===== src/rtl/core_pkg.sv =====
// Shared definitions for the multi-cycle control unit: opcodes, FSM states,
// trap causes and the reset value of the instruction register.
package core_pkg;

    localparam logic [6:0] OPC_LOAD   = 7'b0000011;
    localparam logic [6:0] OPC_STORE  = 7'b0100011;
    localparam logic [6:0] OPC_BRANCH = 7'b1100011;
    localparam logic [6:0] OPC_OP     = 7'b0110011;
    localparam logic [6:0] OPC_OP_IMM = 7'b0010011;
    localparam logic [6:0] OPC_LUI    = 7'b0110111;
    localparam logic [6:0] OPC_AUIPC  = 7'b0010111;
    localparam logic [6:0] OPC_JAL    = 7'b1101111;
    localparam logic [6:0] OPC_JALR   = 7'b1100111;
    localparam logic [6:0] OPC_SYSTEM = 7'b1110011;

    // addi x0, x0, 0
    localparam logic [31:0] NOP = 32'h0000_0013;

    typedef enum logic [2:0] {
        S_IDLE      = 3'd0,
        S_FETCH     = 3'd1,
        S_DECODE    = 3'd2,
        S_EXECUTE   = 3'd3,
        S_MEM       = 3'd4,
        S_WRITEBACK = 3'd5,
        S_TRAP      = 3'd6
    } state_t;

    typedef enum logic [1:0] {
        CAUSE_ILLEGAL    = 2'd0,
        CAUSE_MISALIGNED = 2'd1,
        CAUSE_TIMEOUT    = 2'd2,
        CAUSE_ECALL      = 2'd3
    } trap_cause_t;

    // Opcodes whose second ALU operand is the immediate.
    function automatic logic uses_imm(input logic [6:0] opc);
        return (opc == OPC_OP_IMM) || (opc == OPC_LOAD) || (opc == OPC_STORE) ||
               (opc == OPC_JALR) || (opc == OPC_LUI) || (opc == OPC_AUIPC);
    endfunction

endpackage


===== src/rtl/branch_unit.sv =====
// Combinational branch-condition evaluation from funct3 and the ALU flags.
module branch_unit (
    input  logic [2:0] funct3,
    input  logic       zero,
    input  logic       lt,
    input  logic       ltu,
    output logic       taken,
    output logic       illegal
);

    // Select the compare flag for this funct3; 010/011 have no branch meaning
    always_comb begin
        taken   = 1'b0;
        illegal = 1'b0;
        case (funct3)
            3'b000:  taken = zero;
            3'b001:  taken = !zero;
            3'b100:  taken = lt;
            3'b101:  taken = !lt;
            3'b110:  taken = ltu;
            3'b111:  taken = !ltu;
            default: illegal = 1'b1;
        endcase
    end

endmodule


===== src/rtl/multicycle_sequencer.sv =====
// Multi-cycle sequencer: owns PC, IR, the control FSM and the memory
// request handshakes, and strobes the datapath one phase at a time.
//
// Handshake: a request (imem_req / dmem_req) is raised from state alone and
// held, with its address/qualifier stable, until the cycle the matching
// ready is sampled high at a rising edge; that edge completes the transfer.
// No output is a combinational function of either ready input; retire is
// registered and therefore pulses the cycle after the completing edge,
// together with the updated pc.
module multicycle_sequencer
    import core_pkg::*;
#(
    parameter int unsigned       XLEN        = 32,
    parameter logic [XLEN-1:0]   RESET_PC    = '0,
    parameter int unsigned       MEM_TIMEOUT = 0
) (
    input  logic            clk,
    input  logic            reset,
    output logic            imem_req,
    output logic [XLEN-1:0] imem_addr,
    input  logic            imem_ready,
    input  logic [31:0]     imem_rdata,
    output logic [31:0]     instr,
    output logic [XLEN-1:0] pc,
    output logic            dmem_req,
    output logic            dmem_we,
    input  logic            dmem_ready,
    input  logic            alu_zero,
    input  logic            alu_lt,
    input  logic            alu_ltu,
    input  logic [XLEN-1:0] branch_target,
    input  logic [XLEN-1:0] jalr_target,
    output logic            alu_src,
    output logic            mem_to_reg,
    output logic            reg_write,
    output logic            retire,
    output logic            trap,
    output logic [1:0]      trap_cause,
    output state_t          fsm_state
);

    state_t          state_q, state_d;
    logic [XLEN-1:0] pc_q, pc_d;
    logic [31:0]     ir_q, ir_d;
    logic [31:0]     cnt_q, cnt_d;
    trap_cause_t     cause_q, cause_d;
    logic            retire_q, retire_d;

    logic [6:0]      opcode;
    logic            br_taken, br_illegal;
    logic [XLEN-1:0] pc_plus4, next_pc;
    logic            target_misaligned;
    logic            timeout_hit;

    assign opcode   = ir_q[6:0];
    assign pc_plus4 = pc_q + XLEN'(4);

    branch_unit u_branch (
        .funct3  (ir_q[14:12]),
        .zero    (alu_zero),
        .lt      (alu_lt),
        .ltu     (alu_ltu),
        .taken   (br_taken),
        .illegal (br_illegal)
    );

    // Candidate pc for the instruction in IR, checked for alignment before use
    always_comb begin
        next_pc = pc_plus4;
        case (opcode)
            OPC_BRANCH: if (br_taken) next_pc = branch_target;
            OPC_JAL:    next_pc = branch_target;
            OPC_JALR:   next_pc = jalr_target & ~XLEN'(1);
            default:    next_pc = pc_plus4;
        endcase
    end

    assign target_misaligned = |next_pc[1:0];
    assign timeout_hit = (MEM_TIMEOUT != 0) && ((cnt_q + 32'd1) >= MEM_TIMEOUT);

    // Next-state, pc/IR updates and per-phase strobes
    always_comb begin
        state_d    = state_q;
        pc_d       = pc_q;
        ir_d       = ir_q;
        cause_d    = cause_q;
        retire_d   = 1'b0;
        imem_req   = 1'b0;
        dmem_req   = 1'b0;
        dmem_we    = 1'b0;
        reg_write  = 1'b0;
        alu_src    = 1'b0;
        mem_to_reg = 1'b0;

        if (state_q inside {S_DECODE, S_EXECUTE, S_MEM, S_WRITEBACK}) begin
            alu_src    = uses_imm(opcode);
            mem_to_reg = (opcode == OPC_LOAD);
        end

        case (state_q)
            S_IDLE: state_d = S_FETCH;
            S_FETCH: begin
                imem_req = 1'b1;
                if (imem_ready) begin
                    ir_d    = imem_rdata;
                    state_d = S_DECODE;
                end else if (timeout_hit) begin
                    cause_d = CAUSE_TIMEOUT;
                    state_d = S_TRAP;
                end
            end
            S_DECODE: state_d = S_EXECUTE;
            S_EXECUTE: begin
                case (opcode)
                    OPC_BRANCH: begin
                        if (br_illegal) begin
                            cause_d = CAUSE_ILLEGAL;
                            state_d = S_TRAP;
                        end else if (target_misaligned) begin
                            cause_d = CAUSE_MISALIGNED;
                            state_d = S_TRAP;
                        end else begin
                            pc_d     = next_pc;
                            retire_d = 1'b1;
                            state_d  = S_FETCH;
                        end
                    end
                    OPC_LOAD, OPC_STORE: state_d = S_MEM;
                    OPC_OP, OPC_OP_IMM, OPC_LUI, OPC_AUIPC, OPC_JAL, OPC_JALR:
                        state_d = S_WRITEBACK;
                    OPC_SYSTEM: begin
                        cause_d = CAUSE_ECALL;
                        state_d = S_TRAP;
                    end
                    default: begin
                        cause_d = CAUSE_ILLEGAL;
                        state_d = S_TRAP;
                    end
                endcase
            end
            S_MEM: begin
                dmem_req = 1'b1;
                dmem_we  = (opcode == OPC_STORE);
                if (dmem_ready) begin
                    if (opcode != OPC_STORE) begin
                        state_d = S_WRITEBACK;
                    end else if (target_misaligned) begin
                        cause_d = CAUSE_MISALIGNED;
                        state_d = S_TRAP;
                    end else begin
                        pc_d     = next_pc;
                        retire_d = 1'b1;
                        state_d  = S_FETCH;
                    end
                end else if (timeout_hit) begin
                    cause_d = CAUSE_TIMEOUT;
                    state_d = S_TRAP;
                end
            end
            S_WRITEBACK: begin
                if (target_misaligned) begin
                    cause_d = CAUSE_MISALIGNED;
                    state_d = S_TRAP;
                end else begin
                    reg_write = 1'b1;
                    pc_d      = next_pc;
                    retire_d  = 1'b1;
                    state_d   = S_FETCH;
                end
            end
            S_TRAP:  state_d = S_TRAP;
            default: state_d = S_TRAP;
        endcase
    end

    // Wait counter runs only while a request stays pending in the same state
    always_comb begin
        cnt_d = '0;
        if ((state_d == state_q) && (state_q == S_FETCH || state_q == S_MEM))
            cnt_d = cnt_q + 32'd1;
    end

    // State, PC, IR, wait counter, trap cause and retire pulse registers
    always_ff @(posedge clk or posedge reset) begin
        if (reset) begin
            state_q  <= S_IDLE;
            pc_q     <= RESET_PC;
            ir_q     <= NOP;
            cnt_q    <= '0;
            cause_q  <= CAUSE_ILLEGAL;
            retire_q <= 1'b0;
        end else begin
            state_q  <= state_d;
            pc_q     <= pc_d;
            ir_q     <= ir_d;
            cnt_q    <= cnt_d;
            cause_q  <= cause_d;
            retire_q <= retire_d;
        end
    end

    assign imem_addr  = pc_q;
    assign pc         = pc_q;
    assign instr      = ir_q;
    assign retire     = retire_q;
    assign trap       = (state_q == S_TRAP);
    assign trap_cause = cause_q;
    assign fsm_state  = state_q;

endmodule


===== config.mk =====
export PLATFORM = sky130hd
export DESIGN_NAME = multicycle_sequencer
export DESIGN_NICKNAME = d
export VERILOG_FILES = /design/src/rtl/core_pkg.sv /design/src/rtl/branch_unit.sv /design/src/rtl/multicycle_sequencer.sv
export SDC_FILE = /design/constraint.sdc
export NUM_CORES = 1
export LEC_CHECK = 0
export ABC_AREA = 1
export CORE_MARGIN = 2
export CORE_UTILIZATION = 35
export DETAILED_ROUTE_END_ITERATION = 7
export HOLD_SLACK_MARGIN = 0.03
export PLACE_DENSITY = 0.73
export SETUP_SLACK_MARGIN = 0.5
export SYNTH_ARGS = -nofsm -noshare
export SYNTH_HDL_FRONTEND = slang
export SYNTH_HIERARCHICAL = 1
export SYNTH_SLANG_ARGS = --single-unit

===== constraint.sdc =====
create_clock -name clk -period 2.06 [get_ports clk]
set_input_delay 0.412 -clock clk [delete_from_list [all_inputs] [get_ports clk]]
set_output_delay 0.412 -clock clk [all_outputs]
set_load 0.005 [all_outputs]

==> results.py <==
metrics = {
    "pwr": {
        "seq_power_share": 0.212,
        "powerDensity_mw_per_mm2": 1270,
        "switching_share": 0.390,
        "p_switching_mw": 4.47,
        "pwr-share-clk": 0.161,
        "p_int_mw": 6.98,
        "p_leak_nw": 4.57,
        "pwr-share-comb": 0.627,
        "max-vdd-ir-drop_v": 0.000726,
    },
    "sta": {
        "worstMarginPinSlew_ps": 475,
        "finalHoldViolCount": 0,
        "slew_violations": 0,
        "timing.hold.ws_ps": 496,
        "fin_crit_ps": 2420,
        "slew_headroom": 0.681,
        "setup_ws_ps": -360,
        "rsz0062_at_grt": "yes",
        "max_freq_mhz": 413,
        "skew_ps": 10.4,
        "tns_ps": -10080,
        "setup_viol": 42,
        "min_period_over_period": 1.17,
    },
    "cts": {
        "clock_latency_ps": 350,
        "cts_sinks": 70,
        "htreeDepth": 3,
        "cts_buffer_depth": 2,
        "cts_buffers": 9,
        "cts_root_buf": "clkbuf_16",
        "clkTransAtPathRegs_ps": 60,
        "hold_buffers": 0,
        "cts_tree": "done",
    },
    "setup_path": {
        "critical_path_class": "reg -> out",
        "r2r_setup_slack_ps": -280,
        "cp_max_fo": 4,
        "worst_ep_required_time_ps": 1650,
        "cp-end-kind": "output port",
        "arrival_ps": 2010,
        "worstSetupStartpoint": "instr[13]$_DFFE_PP0P_",
        "start_kind": "flop",
        "worstReg2RegStart": "instr[13]$_DFFE_PP0P_",
    },
    "synth": {
        "seq_area_frac_synth": 0.371,
        "syn-num-nets": 711,
        "synth_area_per_cell_um2": 7.79,
        "synth_cell_types": 44,
        "yosysMostFrequentCell": "nand2_1",
        "synthFlopType": "dfrtp_1",
        "synth_top_area_frac": 0.355,
        "synth-edff-count": 0,
        "synth_cells": 607,
        "synthArstFlopShare": 1.00,
        "synth_area_leader_cell": "dfrtp_1",
        "ys_seq_elements": 70,
        "yosys-top-cells-area": "dfrtp_1, nand2_1, mux2_2, buf_4, inv_1",
        "synth_top_cells_by_count": "nand2_1, dfrtp_1, inv_1, nor2_1, nand3_1",
        "synth_warnings": 6,
        "syn_area_mm2": 0.00473,
    },
    "floorplan": {
        "rows": 42,
        "dieHeight_um": 120,
        "start_util": 0.357,
        "die_width_um": 120,
        "io_pins": 212,
        "die_area_mm2": 0.0145,
        "coreArea_mm2": 0.0132,
    },
    "placed_design": {
        "dpl_cell_area_mm2": 0.00729,
        "dp_hpwl_mm": 11.7,
        "gp_congestion": 0.868,
        "pre_cts_slack_ps": -717,
        "portBuffers": 210,
    },
    "route": {
        "final_antenna_net_count": 0,
        "drtIter0Drc": 372,
        "drtPass1Iterations": 5,
        "drcViolationCount": 0,
        "avgRoutedWirePerCell_um": 17.4,
        "finalWirelength_mm": 19.4,
        "viasPerCell": 4.98,
        "vias": 5554,
    },
    "min_path": {
        "hold_path_class": "reg -> reg",
        "holdCritStartpoint": "instr[8]$_DFFE_PP0P_",
    },
    "finish": {
        "area_delta_synth_final_pct": 91.1,
        "layout.nets": 1037,
        "layout-drive-gt1-share": 0.407,
        "post-route-cell-area_mm2": 0.00903,
    },
    "global_route": {
        "grt_pass1_vias": 5438,
        "antenna_found_initial": 1,
        "grt_pass1_wl_mm": 27.5,
        "overflow": 0,
        "grt_use_total": 0.246,
        "grt_max_degree": 71,
    },
    "outcome": {
        "violations": "setup timing",
        "status": "complete, but fails checks",
    },
    "flow_run": {
        "drv_cap": 0,
    },
}
[power groups by stage]
stage	combinational, mW	sequential [mW]	clock (mW)
2_1_floorplan	2.50	2.52	0
3_3_place_gp	4.94	2.48	0
3_5_place_dp	5.02	2.51	0
4_1_cts	6.00	2.42	1.86
5_1_grt	7.64	2.50	1.92
6_report	7.18	2.43	1.84
[cell families (layout without fill, tap and decap cells)]
kind of cell	after synthesis	in the layout	share of synthesized area
compound gates	95	95	0.134
xor+xnor	15	15	0.0278
fa+ha+maj	1	1	0.00265
buf+inv	116	447	0.129
flops	70	70	0.371
mux	27	27	0.0643
other cells	0	1	0
simple gates	283	283	0.271
[worst max-delay path, stage by stage (launching register included)]
cell and delay (ps):
dfrtp_1 420, inv_2 100, nand2_2 50, a21oi_2 130, nand2_1 100, nand2_2 120, inv_2 70, nand2_2 70
nand2_2 50, nand3_2 70, nand2_2 60, a21oi_4 140, nand3_2 110, inv_1 60, buf_2 100
[cell type report]
class                           instances  area, µm²
Clock buffer                           10        229
Clock inverter                          6        111
Sequential cell                        70       1780
Multi-Input combinational cell        421       2870
Antenna cell                            1       2.50
Fill cell                            1035       4210
Inverter                               67        284
Timing Repair Buffer                  364       3550
Tap cell                              176        220
[cell usage in the layout, fill, tap and decap left out, drive strengths merged, types with 2 or more instances in the layout]
cell type / instances
buf: 174
nand2: 160
clkdlybuf4s50: 101
dlygate4sd2: 67
dfrtp: 67
inv: 65
nor2: 50
nand3: 44
o21ai: 43
mux2: 27
a22oi: 26
clkbuf: 17
a21oi: 17
nor3: 16
xor2: 11
clkdlybuf4s15: 11
nand4: 5
xnor2: 4
dlymetal6s2s: 4
or2: 4
a22o: 3
bufinv: 3
dfstp: 3
clkinv: 3
nand3b: 2
clkinvlp: 2
a21o: 2
[flip-flops by register name (all words and copies together), names as in the netlist]
signal and cells:
retire 1, imem_addr 32, fsm_state 3, trap_cause 2, instr 32
[routing by layer]
layer | up-vias | global-route usage | routed length, µm
met5 | - | 0 | 0
met4 | 0 | 0.116 | 596
met3 | 54 | 0.0575 | 1310
met2 | 229 | 0.418 | 9810
met1 | 2645 | 0.295 | 7660
li1 | 2626 | - | -
[through the flow]
stage	power, mW	util	std cells
2_1_floorplan	5.02	-	607
3_3_place_gp	7.42	0.551	1003
3_5_place_dp	7.53	0.551	1003
4_1_cts	10.3	0.631	1093
5_1_grt	12.1	0.682	1115
6_report	11.5	0.682	1115
[path summary, 6_finish.rpt]
path | to | cells past startpoint
setup / recovery | reg_write | 14
hold / removal | instr[8]$_DFFE_PP0P_ | 1
setup reg to reg | imem_addr[29]$_DFFE_PP0P_ | 20
hold reg to reg | instr[8]$_DFFE_PP0P_ | 1
max in group asynchronous | imem_addr[7]$_DFFE_PP0P_ | 3
min in group asynchronous | imem_addr[23]$_DFFE_PP0P_ | 3
[timing repair]
item / CTS / global route
pin swaps: 20 / 39
gates resized for setup: 278 / 117
buffers inserted: 70 / 15
cloned: 4 / 6
setup endpoints to repair: 147 / 91
(Power assumes the default switching activity.)
